--- src/rtl/pc_next_unit_pkg.sv ---
// Shared definitions for the next-PC unit: redirect mode codes and FSM state encoding.
package pc_next_pkg;
   localparam logic [1:0] MODE_NONE = 2'b00;
   localparam logic [1:0] MODE_BR   = 2'b01;
   localparam logic [1:0] MODE_J    = 2'b10;
   localparam logic [1:0] MODE_JR   = 2'b11;

   typedef enum logic {
      ST_RUN  = 1'b0,
      ST_HOLD = 1'b1
   } state_t;
endpackage

--- src/rtl/pc_next_unit_if.sv ---
// Redirect/fetch bus between hazard/branch resolution (master) and the next-PC unit (slave).
interface pc_next_unit_if #(
   parameter int ADDR_W = 32,
   parameter int IDX_W  = 26,
   parameter int IMM_W  = 16
);
   logic              stall_i;
   logic              redir_valid_i;
   logic              redir_ready_o;
   logic [1:0]        redir_mode_i;
   logic [ADDR_W-1:0] redir_base_i;
   logic [IMM_W-1:0]  redir_imm_i;
   logic [IDX_W-1:0]  redir_idx_i;
   logic [ADDR_W-1:0] redir_reg_i;
   logic [ADDR_W-1:0] pc_o;
   logic [ADDR_W-1:0] pc_plus_o;
   logic              redir_taken_o;
   logic              misalign_o;

   modport master (
      output stall_i, redir_valid_i, redir_mode_i, redir_base_i, redir_imm_i, redir_idx_i, redir_reg_i,
      input  redir_ready_o, pc_o, pc_plus_o, redir_taken_o, misalign_o
   );

   modport slave (
      input  stall_i, redir_valid_i, redir_mode_i, redir_base_i, redir_imm_i, redir_idx_i, redir_reg_i,
      output redir_ready_o, pc_o, pc_plus_o, redir_taken_o, misalign_o
   );
endinterface

--- src/rtl/pc_target_calc.sv ---
// Combinational redirect target formation (branch / jump / register).
// PC_ALIGN_CHK_EN: force register targets onto an instruction boundary and flag it.
module pc_target_calc
   import pc_next_pkg::*;
#(
   parameter int ADDR_W    = 32,
   parameter int IDX_W     = 26,
   parameter int IMM_W     = 16,
   parameter int STEP_LOG2 = 2
) (
   input  logic [1:0]        mode,
   input  logic [ADDR_W-1:0] base,
   input  logic [IMM_W-1:0]  imm,
   input  logic [IDX_W-1:0]  idx,
   input  logic [ADDR_W-1:0] reg_tgt,
   output logic [ADDR_W-1:0] target,
   output logic              misalign
);
   generate
      if (ADDR_W < IDX_W + STEP_LOG2) begin : g_bad_width
         $fatal(1, "pc_target_calc: ADDR_W must be >= IDX_W+STEP_LOG2");
      end
   endgenerate

   localparam logic [ADDR_W-1:0] STEP     = ADDR_W'(1) << STEP_LOG2;
   // Bits supplied by the jump index (plus the zero low bits); everything above comes from seq.
   localparam logic [ADDR_W-1:0] IDX_MASK = {ADDR_W{1'b1}} >> (ADDR_W - IDX_W - STEP_LOG2);

   logic [ADDR_W-1:0] seq, br_tgt, j_tgt, jr_tgt;

   assign seq    = base + STEP;
   assign br_tgt = seq + (ADDR_W'($signed(imm)) << STEP_LOG2);
   assign j_tgt  = (seq & ~IDX_MASK) | (ADDR_W'(idx) << STEP_LOG2);

`ifdef PC_ALIGN_CHK_EN
   localparam logic [ADDR_W-1:0] ALIGN_MASK = {ADDR_W{1'b1}} << STEP_LOG2;
   assign jr_tgt   = reg_tgt & ALIGN_MASK;
   assign misalign = (mode == MODE_JR) && (|(reg_tgt & ~ALIGN_MASK));
`else
   assign jr_tgt   = reg_tgt;
   assign misalign = 1'b0;
`endif

   always_comb begin
      target = seq;
      case (mode)
         MODE_BR: target = br_tgt;
         MODE_J:  target = j_tgt;
         MODE_JR: target = jr_tgt;
         default: target = seq;
      endcase
   end
endmodule

--- src/rtl/pc_next_unit.sv ---
// Fetch PC register with redirect handling; a redirect accepted during a stall is parked
// in a pending buffer (HOLD) and applied when the stall releases. Honours PC_ALIGN_CHK_EN.
module pc_next_unit
   import pc_next_pkg::*;
#(
   parameter int              ADDR_W    = 32,
   parameter int              IDX_W     = 26,
   parameter int              IMM_W     = 16,
   parameter int              STEP_LOG2 = 2,
   parameter logic [ADDR_W-1:0] RESET_PC  = '0
) (
   input logic           clk_i,
   input logic           rst_i,
   pc_next_unit_if.slave bus
);
   localparam logic [ADDR_W-1:0] STEP = ADDR_W'(1) << STEP_LOG2;

   state_t            state, state_nxt;
   logic [ADDR_W-1:0] pc, pending, target;
   logic              pend_mis, calc_mis, taken, mis;
   logic              ready, redirect;

   pc_target_calc #(
      .ADDR_W(ADDR_W), .IDX_W(IDX_W), .IMM_W(IMM_W), .STEP_LOG2(STEP_LOG2)
   ) u_calc (
      .mode    (bus.redir_mode_i),
      .base    (bus.redir_base_i),
      .imm     (bus.redir_imm_i),
      .idx     (bus.redir_idx_i),
      .reg_tgt (bus.redir_reg_i),
      .target  (target),
      .misalign(calc_mis)
   );

   assign redirect = bus.redir_valid_i && ready && (bus.redir_mode_i != MODE_NONE);

   always_ff @(posedge clk_i or negedge rst_i) begin
      if (!rst_i) state <= ST_RUN;
      else        state <= state_nxt;
   end

   always_comb begin
      state_nxt = state;
      case (state)
         ST_RUN:  if (redirect && bus.stall_i) state_nxt = ST_HOLD;
         ST_HOLD: if (!bus.stall_i)            state_nxt = ST_RUN;
         default: state_nxt = ST_RUN;
      endcase
   end

   always_comb begin
      ready = (state == ST_RUN);
   end

   always_ff @(posedge clk_i or negedge rst_i) begin
      if (!rst_i) begin
         pc       <= RESET_PC;
         pending  <= '0;
         pend_mis <= 1'b0;
         taken    <= 1'b0;
         mis      <= 1'b0;
      end else begin
         taken <= 1'b0;
         mis   <= 1'b0;
         if (state == ST_HOLD) begin
            if (!bus.stall_i) begin
               pc    <= pending;
               taken <= 1'b1;
               mis   <= pend_mis;
            end
         end else if (redirect && bus.stall_i) begin
            pending  <= target;
            pend_mis <= calc_mis;
         end else if (redirect) begin
            pc    <= target;
            taken <= 1'b1;
            mis   <= calc_mis;
         end else if (!bus.stall_i) begin
            pc <= pc + STEP;
         end
      end
   end

   assign bus.redir_ready_o = ready;
   assign bus.pc_o          = pc;
   assign bus.pc_plus_o     = pc + STEP;
   assign bus.redir_taken_o = taken;
   assign bus.misalign_o    = mis;
endmodule

--- src/flat_wrapper.sv ---
// flat-port wrapper written by rule: the top's interface ports become plain ports
module pc_next_unit_flat import pc_next_pkg::*;
#(
   parameter int              ADDR_W    = 32,
   parameter int              IDX_W     = 26,
   parameter int              IMM_W     = 16,
   parameter int              STEP_LOG2 = 2,
   parameter logic [ADDR_W-1:0] RESET_PC  = '0
)
  (clk_i, rst_i, bus_stall_i, bus_redir_valid_i, bus_redir_mode_i, bus_redir_base_i, bus_redir_imm_i, bus_redir_idx_i, bus_redir_reg_i, bus_redir_ready_o, bus_pc_o, bus_pc_plus_o, bus_redir_taken_o, bus_misalign_o);
  pc_next_unit_if #(.ADDR_W(ADDR_W), .IDX_W(IDX_W), .IMM_W(IMM_W)) bus_i ();
  input logic clk_i;
  input logic rst_i;
  input wire logic [$bits(bus_i.stall_i)-1:0] bus_stall_i;
  input wire logic [$bits(bus_i.redir_valid_i)-1:0] bus_redir_valid_i;
  input wire logic [$bits(bus_i.redir_mode_i)-1:0] bus_redir_mode_i;
  input wire logic [$bits(bus_i.redir_base_i)-1:0] bus_redir_base_i;
  input wire logic [$bits(bus_i.redir_imm_i)-1:0] bus_redir_imm_i;
  input wire logic [$bits(bus_i.redir_idx_i)-1:0] bus_redir_idx_i;
  input wire logic [$bits(bus_i.redir_reg_i)-1:0] bus_redir_reg_i;
  output wire logic [$bits(bus_i.redir_ready_o)-1:0] bus_redir_ready_o;
  output wire logic [$bits(bus_i.pc_o)-1:0] bus_pc_o;
  output wire logic [$bits(bus_i.pc_plus_o)-1:0] bus_pc_plus_o;
  output wire logic [$bits(bus_i.redir_taken_o)-1:0] bus_redir_taken_o;
  output wire logic [$bits(bus_i.misalign_o)-1:0] bus_misalign_o;
  assign bus_i.stall_i = bus_stall_i;
  assign bus_i.redir_valid_i = bus_redir_valid_i;
  assign bus_i.redir_mode_i = bus_redir_mode_i;
  assign bus_i.redir_base_i = bus_redir_base_i;
  assign bus_i.redir_imm_i = bus_redir_imm_i;
  assign bus_i.redir_idx_i = bus_redir_idx_i;
  assign bus_i.redir_reg_i = bus_redir_reg_i;
  assign bus_redir_ready_o = bus_i.redir_ready_o;
  assign bus_pc_o = bus_i.pc_o;
  assign bus_pc_plus_o = bus_i.pc_plus_o;
  assign bus_redir_taken_o = bus_i.redir_taken_o;
  assign bus_misalign_o = bus_i.misalign_o;
  pc_next_unit #(.ADDR_W(ADDR_W), .IDX_W(IDX_W), .IMM_W(IMM_W), .STEP_LOG2(STEP_LOG2), .RESET_PC(RESET_PC)) u_core (.clk_i(clk_i), .rst_i(rst_i), .bus(bus_i));
endmodule
--- config.mk ---
export PLATFORM = sky130hd
export DESIGN_NAME = pc_next_unit_flat
export DESIGN_NICKNAME = d
export VERILOG_FILES = /design/src/rtl/pc_next_unit_pkg.sv /design/src/rtl/pc_next_unit_if.sv /design/src/rtl/pc_target_calc.sv /design/src/rtl/pc_next_unit.sv /design/src/flat_wrapper.sv
export SDC_FILE = /design/constraint.sdc
export NUM_CORES = 1
export LEC_CHECK = 0
export ABC_AREA = 1
export BUFFER_PORTS_ARGS = -buffer_cell sky130_fd_sc_hd__buf_4
export CELL_PAD_IN_SITES_DETAIL_PLACEMENT = 1
export CELL_PAD_IN_SITES_GLOBAL_PLACEMENT = 1
export CORE_AREA = 5 5 179 181
export DETAILED_ROUTE_END_ITERATION = 8
export DIE_AREA = 0 0 184 186
export MAX_ROUTING_LAYER = met4
export PLACE_DENSITY_LB_ADDON = 0.1
export REMOVE_ABC_BUFFERS = 1
export SLEW_MARGIN = 20
export SYNTH_ARGS = -nofsm -noshare
export SYNTH_HDL_FRONTEND = slang
export SYNTH_SLANG_ARGS = --single-unit
--- constraint.sdc ---
create_clock -name clk_i -period 1.6 [get_ports clk_i]
set_input_delay 0.24 -clock clk_i [delete_from_list [all_inputs] [get_ports clk_i]]
set_output_delay 0.24 -clock clk_i [all_outputs]
set_load 0.02 [all_outputs]
==> results by group, run 1 <==
Run status
  – Outcome: finished, violations left
  – Failing checks: negative setup slack

Critical path
  – Startpoint types: input port
  – Critical path's top delay family: simple AND/OR/NAND/NOR gates
  – Slowest cell on crit path: ha_4
  – R2r setup slk: -700 ps
  – Data required, critical path: ~1800 ps
  – Buffers & Inverters on Critical Path: 5
  – CP max stage delay: 290 ps
  – Crit-path cells: buf_4 -> inv_1 -> buf_4 -> nor3_4 -> nand2_2 -> nor2_4 -> xnor2_1 -> inv_1 -> ha_4 -> nand2_2 -> nand2_1 -> inv_1 -> nand2_2 -> a21oi_4 -> nand2_4 -> or2_4 -> nand3_2 -> nand4_1 -> nand2_1 -> a21oi_2
  – Largest fanout on the critical path: 4
  – Crit end category: register
  – Kind of critical path: in -> reg
  – CP arrival: roughly 2900 ps

CTS
  – CTS sink count: 66
  – Clock Path Buffers: 2
  – CTS H-tree depth: 3
  – CTS tree: built
  – Root Buffer: clkbuf_16
  – Skew-Pair Late Insertion Delay: between 300 and 400 ps
  – Reg clk slew, reported paths: about 60 ps
  – CTS Buf Count: 9

Layout
  – Ant. Diodes: 0
  – Final Cell Area: about 15,000 um^2
  – Fillers: ~3,700
  – Share of post-route cells with drive strength above 1: a little under three fifths
  – Register area: between 1500 and 2000 um^2
  – P&R area growth vs syn: 106%
  – Layout Cells excl Fill: between 2,000 and 2,500
  – Multi-input gate area: ~7600 um^2
  – # nets final: around 1,900
  – Final Util: 50.9%

Timing
  – FMAX: approximately 380 MHz
  – TNS Setup: -60,020 ps
  – Final Max Tran Viols: 0
  – Fin. Hold Viols: 0
  – Layout Skew: about 6.9 ps
  – Final Setup Violations: 84
  – Crit share post-route: 165%
  – Hold slack: 270 ps
  – Worst Setup Slack, final: -1040 ps
  – Post-route minimum period: ~2600 ps
  – RSZ-0062 raised after global routing: true

Place
  – Post-Place Worst Slack: -1820 ps
  – # placed instances: just over 2,000
  – Post-DP HPWL: 30,200 um
  – IO buf count: roughly 180
  – Gpl congestion: roughly 0.90
  – Placed cell areas: about 11,000 um^2

Logic synthesis
  – Synth Area in Compound Gates: 12.7%
  – Fraction of registers with async set/reset: 100%
  – Adder-Cell Fraction of Synth Area: 6.29%
  – Share of the synthesized area in the top cell type: between 20% and 30%
  – Synth top area cells: dfrtp_1 (22%), nand2_1 (22%), inv_1 (7.9%), ha_1 (6.0%), nor2_1 (5.9%)
  – Post-synthesis sequential area ratio: around 22%
  – EDFF count, synth: 0
  – Synthesis warning total: 0
  – Post-synthesis simple-gate area fraction: a little over two fifths
  – Post-Syn Area: between 7000 and 8000 um^2
  – Most frequent cell after synthesis: nand2_1
  – Multiplexer share of the synthesized area: 0%
  – Synth unique cells: 50
  – Largest family of logic cells by synthesized area: simple AND/OR/NAND/NOR gates
  – Synth cell count leaders: nand2_1 (437), inv_1 (158), nor2_1 (118)
  – Synth Area in XOR/XNOR: 6.13%
  – Top_reg_cell synth: dfrtp_1
  – Post-Synthesis Cells: between 1,000 and 1,500
  – Syn avg cell area: between 6 and 7 um^2
  – Area leader, netlist: dfrtp_1
  – Synth Register Bits: 66

Power and ir drop
  – Final Total Pwr: 12.0 mW
  – Pwr Density: 782 nW/um^2
  – Maximum VDD drop: between 500 and 600 uV
  – Lkg Pwr: approximately 7.5 nW

Global route
  – GR Util All Layers: 22.2%
  – First-pass GRT wire length: ~58,000 um
  – Vias in the first global route: roughly 11,000
  – Initial antenna violation count: 0
  – Largest net degree at the start of global routing: 33
  – Global route overflow: 0

Drt
  – Routed wire length: between 40,000 and 50,000 um
  – Residual DRC count: 0
  – Via count: roughly 10,000
  – DRT antenna net count: 0
  – DRT Pass-1 Iters: 4
  – Vias per cell: roughly 4.7
  – Routed WL per cell: 18.6 um
  – Initial DRC Count: between 300 and 400

Floorplanning
  – Die ar.: approximately 34,000 um^2
  – Ports: 179
  – Initial Util: between 20% and 30%
  – Area of the core: slightly above 30,000 um^2
  – Chip height: ~190 um
  – # rows: 64
  – Die Width: between 150 and 200 um

Job
  – Max Cap Viol: 0

Hold path
  – Worst min path class: in -> reg
-- cell families after synthesis --
| family | Yosys count |
|---|---|
| compound gates | 162 |
| xor+xnor | 48 |
| fa+ha+maj | 37 |
| buf+inv | 193 |
| flops | 66 |
| other cells | 1 |
| simple gates | 733 |
-- final cells by class --
type	instances	share of cell area, %
inverters	159	3.99
clock inverters	7	0.918
repair buffers	571	30.5
well taps	396	3.22
multi-input cells	981	49.1
flip-flops and latches	66	10.8
clock buffers	9	1.46
-- metal layers --
metal / wire [um] / track usage [%]
met5: 0 / -
met1: 17200 / 27.6
met2: 21600 / 39.8
met4: 928 / 5.03
met3: 1000 / 1.13
-- registers in the layout, summed over array words and instances, names as in the netlist --
| name | cells |
|---|---|
| u_core.pending | 32 |
| u_core.bus.redir_taken_o | 1 |
| u_core.state | 1 |
| u_core.bus.pc_o | 32 |
-- layout by cell type, fill, tap and decap left out, types with 5 or more instances in the layout --
cell type,n
buf_4,486
nand2_1,319
inv_1,117
nand2_2,85
buf_6,72
nor2_1,63
dfrtp_1,63
nor2_4,42
nand2_4,36
nand3_1,36
nand4_1,36
inv_2,35
ha_4,34
a21oi_1,33
a21oi_2,31
nand3_2,26
nor2_2,23
o21ai_1,20
o21ai_0,20
xor2_4,15
xor2_2,13
nand3b_1,13
a22o_1,13
nand3_4,11
buf_12,10
clkbuf_16,9
nor3_4,8
xnor2_2,8
a21oi_4,8
o21ai_2,7
xnor2_4,6
nor3_1,6
or2_4,6
inv_4,5
-- where the power goes --
part / internal, mW / switching (mW) / total (mW)
Clock: 1.68 / 0.768 / 2.45
Combinational: 3.51 / 3.79 / 7.30
Sequential: 2.03 / 0.262 / 2.29
-- path summary, 6_finish.rpt --
check,to,startpoint,cells after the start
hold reg to reg,u_core.pending[1],u_core.pending[1],2
hold / removal,u_core.pending[1],bus_redir_reg_i[1],4
max in group asynchronous,u_core.pending[24],rst_i,3
setup / recovery,u_core.bus.pc_o[15],bus_redir_base_i[11],20
min in group asynchronous,u_core.bus.pc_o[27],rst_i,2
setup reg to reg,u_core.bus.pc_o[18],u_core.bus.pc_o[2],13
-- repair_timing --
item,in CTS,in global routing
resized for setup,418,238
setup buffers,69,52
hold endpoints to repair,13,0
pin swaps,124,178
hold buffers,1,0
setup endpoints to repair,85,88
-- tightest hold or removal path, delay by kind of cell --
kind | cells | cell delay [ps]
AO/OA/AOI/OAI | 1 | 140
AND/OR/NAND/NOR | 2 | 110
buffers and inverters | 1 | 80
No activity file was read; power rests on OpenSTA's default activity.
==> inputs of run 2 (changes only) <==
--- a/config.mk
+++ b/config.mk
@@ -5,13 +5,12 @@
 export SDC_FILE = /design/constraint.sdc
 export NUM_CORES = 1
 export LEC_CHECK = 0
-export ABC_AREA = 1
 export BUFFER_PORTS_ARGS = -buffer_cell sky130_fd_sc_hd__buf_4
 export CELL_PAD_IN_SITES_DETAIL_PLACEMENT = 1
 export CELL_PAD_IN_SITES_GLOBAL_PLACEMENT = 1
-export CORE_AREA = 5 5 179 181
+export CORE_AREA = 5 5 167 169
 export DETAILED_ROUTE_END_ITERATION = 8
-export DIE_AREA = 0 0 184 186
+export DIE_AREA = 0 0 172 174
 export MAX_ROUTING_LAYER = met4
 export PLACE_DENSITY_LB_ADDON = 0.1
 export REMOVE_ABC_BUFFERS = 1
==> constraint.sdc (replaced) <==
create_clock -name clk_i -period 1.6 [get_ports clk_i]
set_input_delay 0.32 -clock clk_i [delete_from_list [all_inputs] [get_ports clk_i]]
set_output_delay 0.32 -clock clk_i [all_outputs]
set_load 0.02 [all_outputs]
==> run 2 against run 1 <==
Compared with the run above:
- the run still ends with negative setup slack left
- via count fell by 19%
- global-route usage is 0.85 points lower
- sequential power barely moved
- combinational power down 11%
- final area decreased by 12%
- synthesized area down 14%
- total power decreased by 8.8%
- critical endpoint is now u_core.bus.pc_o[31]
- highest routed layer unchanged
==> results by group, run 2 <==
Floorplanning
  – Initial Util: 24.2% (was 24.7%)
  – Die ar.: 29,900 um^2 (was 34,200 um^2)
  – Die Width: 172 um (was 184 um)
  – Chip height: 174 um (was 186 um)
  – # rows: 60 (was 64)
  – Ports: 179 (unchanged)
  – Area of the core: 26,400 um^2 (was 30,300 um^2)

Run status
  – Outcome: finished, violations left (unchanged)
  – Failing checks: negative setup slack (unchanged)

Layout
  – Layout Cells excl Fill: 1,705 (was 2,189)
  – Final Util: 51.3% (was 50.9%)
  – Multi-input gate area: 6300 um^2 (was 7560 um^2)
  – P&R area growth vs syn: 111% (was 106%)
  – Most common cell after layout, fill and taps aside: buf_4 (unchanged)
  – # nets final: 1,508 (was 1,937)
  – Register area: 1650 um^2 (was 1660 um^2)
  – Share of post-route cells with drive strength above 1: 61.2% (was 56.9%)
  – Final Cell Area: 13,500 um^2 (was 15,400 um^2)
  – Ant. Diodes: 0 (unchanged)
  – Most frequent cells in the layout: buf_4 (488), nand2_1 (136), buf_6 (75), dfrtp_1 (65), nor2_1 (44) (was buf_4 (486), nand2_1 (319), inv_1 (117), nand2_2 (85), buf_6 (72))
  – Fillers: 3,019 (was 3,681)

Global route
  – Initial antenna violation count: 0 (unchanged)
  – First-pass GRT wire length: 49,600 um (was 58,000 um)
  – Largest net degree at the start of global routing: 44 (was 33)
  – GR Util All Layers: 21.3% (was 22.2%)
  – Vias in the first global route: 8,939 (was 10,855)
  – Global route overflow: 0 (unchanged)

Critical path
  – CP max stage delay: 300 ps (was 290 ps)
  – R2r setup slk: -730 ps (was -700 ps)
  – Data required, critical path: 1820 ps (was 1810 ps)
  – Kind of critical path: in -> reg (unchanged)
  – Worst reg2reg endpoint: u_core.bus.pc_o[16] (was u_core.bus.pc_o[18])
  – Crit-path cells: buf_6 -> and4_4 -> and3_4 -> and3_4 -> nand4_1 -> or2_4 -> xnor2_4 -> ha_4 -> a21oi_4 -> o21ai_2 -> nor2_1 -> nand4_1 -> buf_6 -> a2111oi_4 -> buf_4 -> nor3_2 -> a31oi_4 -> and4_1 -> nor2_1 (was buf_4 -> inv_1 -> buf_4 -> nor3_4 -> nand2_2 -> nor2_4 -> xnor2_1 -> inv_1 -> ha_4 -> nand2_2 -> nand2_1 -> inv_1 -> nand2_2 -> a21oi_4 -> nand2_4 -> or2_4 -> nand3_2 -> nand4_1 -> nand2_1 -> a21oi_2)
  – Largest fanout on the critical path: 3 (was 4)
  – Startpoint types: input port (unchanged)
  – Worst R2R Start: u_core.bus.pc_o[2] (unchanged)
  – CP arrival: 3640 ps (was 2850 ps)
  – Crit end category: register (unchanged)
  – Reg2reg path depth: 14 (was 13)
  – Slowest cell on crit path: or2_4 (was ha_4)
  – Setup crit start: bus_redir_base_i[5] (was bus_redir_base_i[11])

Drt
  – Residual DRC count: 0 (unchanged)
  – Metal2 WL: 17,400 um (was 21,600 um)
  – Via count: 8,297 (was 10,291)
  – Routed WL per cell: 19.7 um (was 18.6 um)
  – WL met3: 714 um (was 1000 um)
  – Met1 WL: 14,900 um (was 17,200 um)
  – DRT Pass-1 Iters: 5 (was 4)
  – Routed wire length: 33,600 um (was 40,600 um)
  – Initial DRC Count: 339 (was 333)
  – DRT antenna net count: 0 (unchanged)
  – Highest metal used: met4 (unchanged)
  – Vias per cell: 4.87 (was 4.70)

Place
  – Post-Place Worst Slack: -2440 ps (was -1820 ps)
  – Placed cell areas: 10,300 um^2 (was 11,400 um^2)
  – Post-DP HPWL: 24,300 um (was 30,200 um)
  – # placed instances: 1,584 (was 2,066)
  – IO buf count: 177 (unchanged)
  – Gpl congestion: 0.865 (was 0.903)

Logic synthesis
  – Adder-Cell Fraction of Synth Area: 7.34% (was 6.29%)
  – EDFF count, synth: 0 (unchanged)
  – Post-Syn Area: 6410 um^2 (was 7470 um^2)
  – Synth Register Bits: 66 (unchanged)
  – Synth top area cells: dfrtp_1 (26%), nand2_1 (9.1%), xnor2_1 (7.4%), ha_1 (7.0%), mux4_2 (4.6%) (was dfrtp_1 (22%), nand2_1 (22%), inv_1 (7.9%), ha_1 (6.0%), nor2_1 (5.9%))
  – Synthesis warning total: 0 (unchanged)
  – Synth Area in XOR/XNOR: 10.9% (was 6.13%)
  – Most frequent cell after synthesis: nand2_1 (unchanged)
  – Syn avg cell area: 7.92 um^2 (was 6.03 um^2)
  – Area leader, netlist: dfrtp_1 (unchanged)
  – Synth unique cells: 67 (was 50)
  – Synth Area in Compound Gates: 20.6% (was 12.7%)
  – Post-Synthesis Cells: 809 (was 1,240)
  – Top_reg_cell synth: dfrtp_1 (unchanged)
  – Synth cell count leaders: nand2_1 (156), dfrtp_1 (66), nor2_1 (61) (was nand2_1 (437), inv_1 (158), nor2_1 (118))
  – Post-synthesis simple-gate area fraction: 23.9% (was 42.7%)
  – Share of the synthesized area in the top cell type: 25.8% (was 22.1%)
  – Post-synthesis sequential area ratio: 25.8% (was 22.1%)
  – Largest family of logic cells by synthesized area: simple AND/OR/NAND/NOR gates (unchanged)
  – Multiplexer share of the synthesized area: 7.64% (was 0%)
  – Fraction of registers with async set/reset: 100% (unchanged)

Timing
  – Layout Skew: 10.8 ps (was 6.93 ps)
  – TNS Setup: -97,840 ps (was -60,020 ps)
  – Hold slack: 322 ps (was 270 ps)
  – Slew @ Worst Pin: between 600 and 700 ps
  – Final Setup Violations: 86 (was 84)
  – Final Max Tran Viols: 0 (unchanged)
  – Slew Limit Headroom: between 50% and 60%
  – Crit share post-route: 214% (was 165%)
  – RSZ-0062 raised after global routing: true (unchanged)
  – FMAX: 292 MHz (was 379 MHz)
  – Worst Setup Slack, final: -1820 ps (was -1040 ps)
  – Post-route minimum period: 3420 ps (was 2640 ps)
  – Fin. Hold Viols: 0 (unchanged)

CTS
  – Root Buffer: clkbuf_16 (unchanged)
  – CTS sink count: 66 (unchanged)
  – Clock Path Buffers: 2 (unchanged)
  – Skew-Pair Late Insertion Delay: 330 ps (about the same)
  – CTS H-tree depth: 3 (unchanged)
  – CTS tree: built (unchanged)
  – Reg clk slew, reported paths: 60 ps (about the same)
  – CTS Buf Count: 9 (unchanged)

Hold path
  – Hold path start: bus_redir_reg_i[1] (unchanged)
  – Hold depth: 3 (was 4)
  – Hold Crit Endpoint: u_core.pending[1] (unchanged)
  – Worst min path class: in -> reg (unchanged)

Power and ir drop
  – Lkg Pwr: 6.35 nW (was 7.45 nW)
  – Maximum VDD drop: 568 uV (was 528 uV)
  – Pwr Density: 811 nW/um^2 (was 782 nW/um^2)
  – Final Total Pwr: 11.0 mW (was 12.0 mW)

Job
  – Max Cap Viol: 0 (unchanged)
## run 2: cell count changes after synthesis, sizes merged, moves of 21 or more
cell	previous run	this run
nand2	442	158
inv	158	21
nor2	128	61
nand3	73	32
xnor2	18	54
nand4	37	15
a21oi	72	51
## run 2: logic make-up (layout without fill, tap and decap cells)
| kind of cell | after synthesis | count (layout) |
|---|---|---|
| AO/OA/AOI/OAI | 198 | 198 |
| adder cells (fa/ha/maj) | 37 | 37 |
| AND/OR/NAND/NOR | 336 | 336 |
| other | 1 | 1 |
| XOR/XNOR | 80 | 80 |
| multiplexers | 32 | 32 |
| flip-flops | 66 | 66 |
| buffers and inverters | 59 | 614 |
## run 2: cell type report
type / count / share of cell area [%]
repair buffers: 577 / 35.2
flip-flops and latches: 66 / 12.2
well taps: 341 / 3.15
clock inverters: 5 / 0.573
multi-input cells: 684 / 46.5
inverters: 21 / 0.619
clock buffers: 11 / 1.79
## run 2: repair_timing
item,4_1_cts,5_1_grt
hold buffers,1,0
endpoints found under the hold margin,12,0
resized for setup,283,147
endpoints found under the setup margin,87,89
buffers inserted,92,45
pin swaps,142,136
## run 2: worst max-delay path: cells and delay by family
kind	cells	cell delay, ps
xor gates and xnor gates	1	170
buffers and inverters	3	440
adders and majority gates	1	230
and+or+nand+nor	10	1760
AOI/OAI and AO/OA	4	690
## run 2: worst max path at each step
| stage | cells past startpoint | end |
|---|---|---|
| global route | 19 | u_core.bus.pc_o[31] |
| detailed placement | 18 | u_core.bus.pc_o[31] |
| global placement | 18 | u_core.bus.pc_o[31] |
| finish | 19 | u_core.bus.pc_o[31] |
| floorplan | 14 | u_core.bus.pc_o[24] |
| CTS | 16 | u_core.bus.pc_o[30] |
## run 2: power breakdown
group | switching (mW) | total, mW | internal (mW)
clock network | 0.749 | 2.15 | 1.40
registers | 0.269 | 2.31 | 2.04
logic | 3.18 | 6.52 | 3.34
total | 4.20 | 11.0 | 6.79
## run 2: per-layer routing
| metal | vias to the layer above | track usage, % |
|---|---|---|
| met4 | 0 | 3.96 |
| li1 | 4036 | - |
| met1 | 4098 | 28.6 |
| met5 | - | - |
| met2 | 137 | 36.2 |
| met3 | 26 | 0.910 |
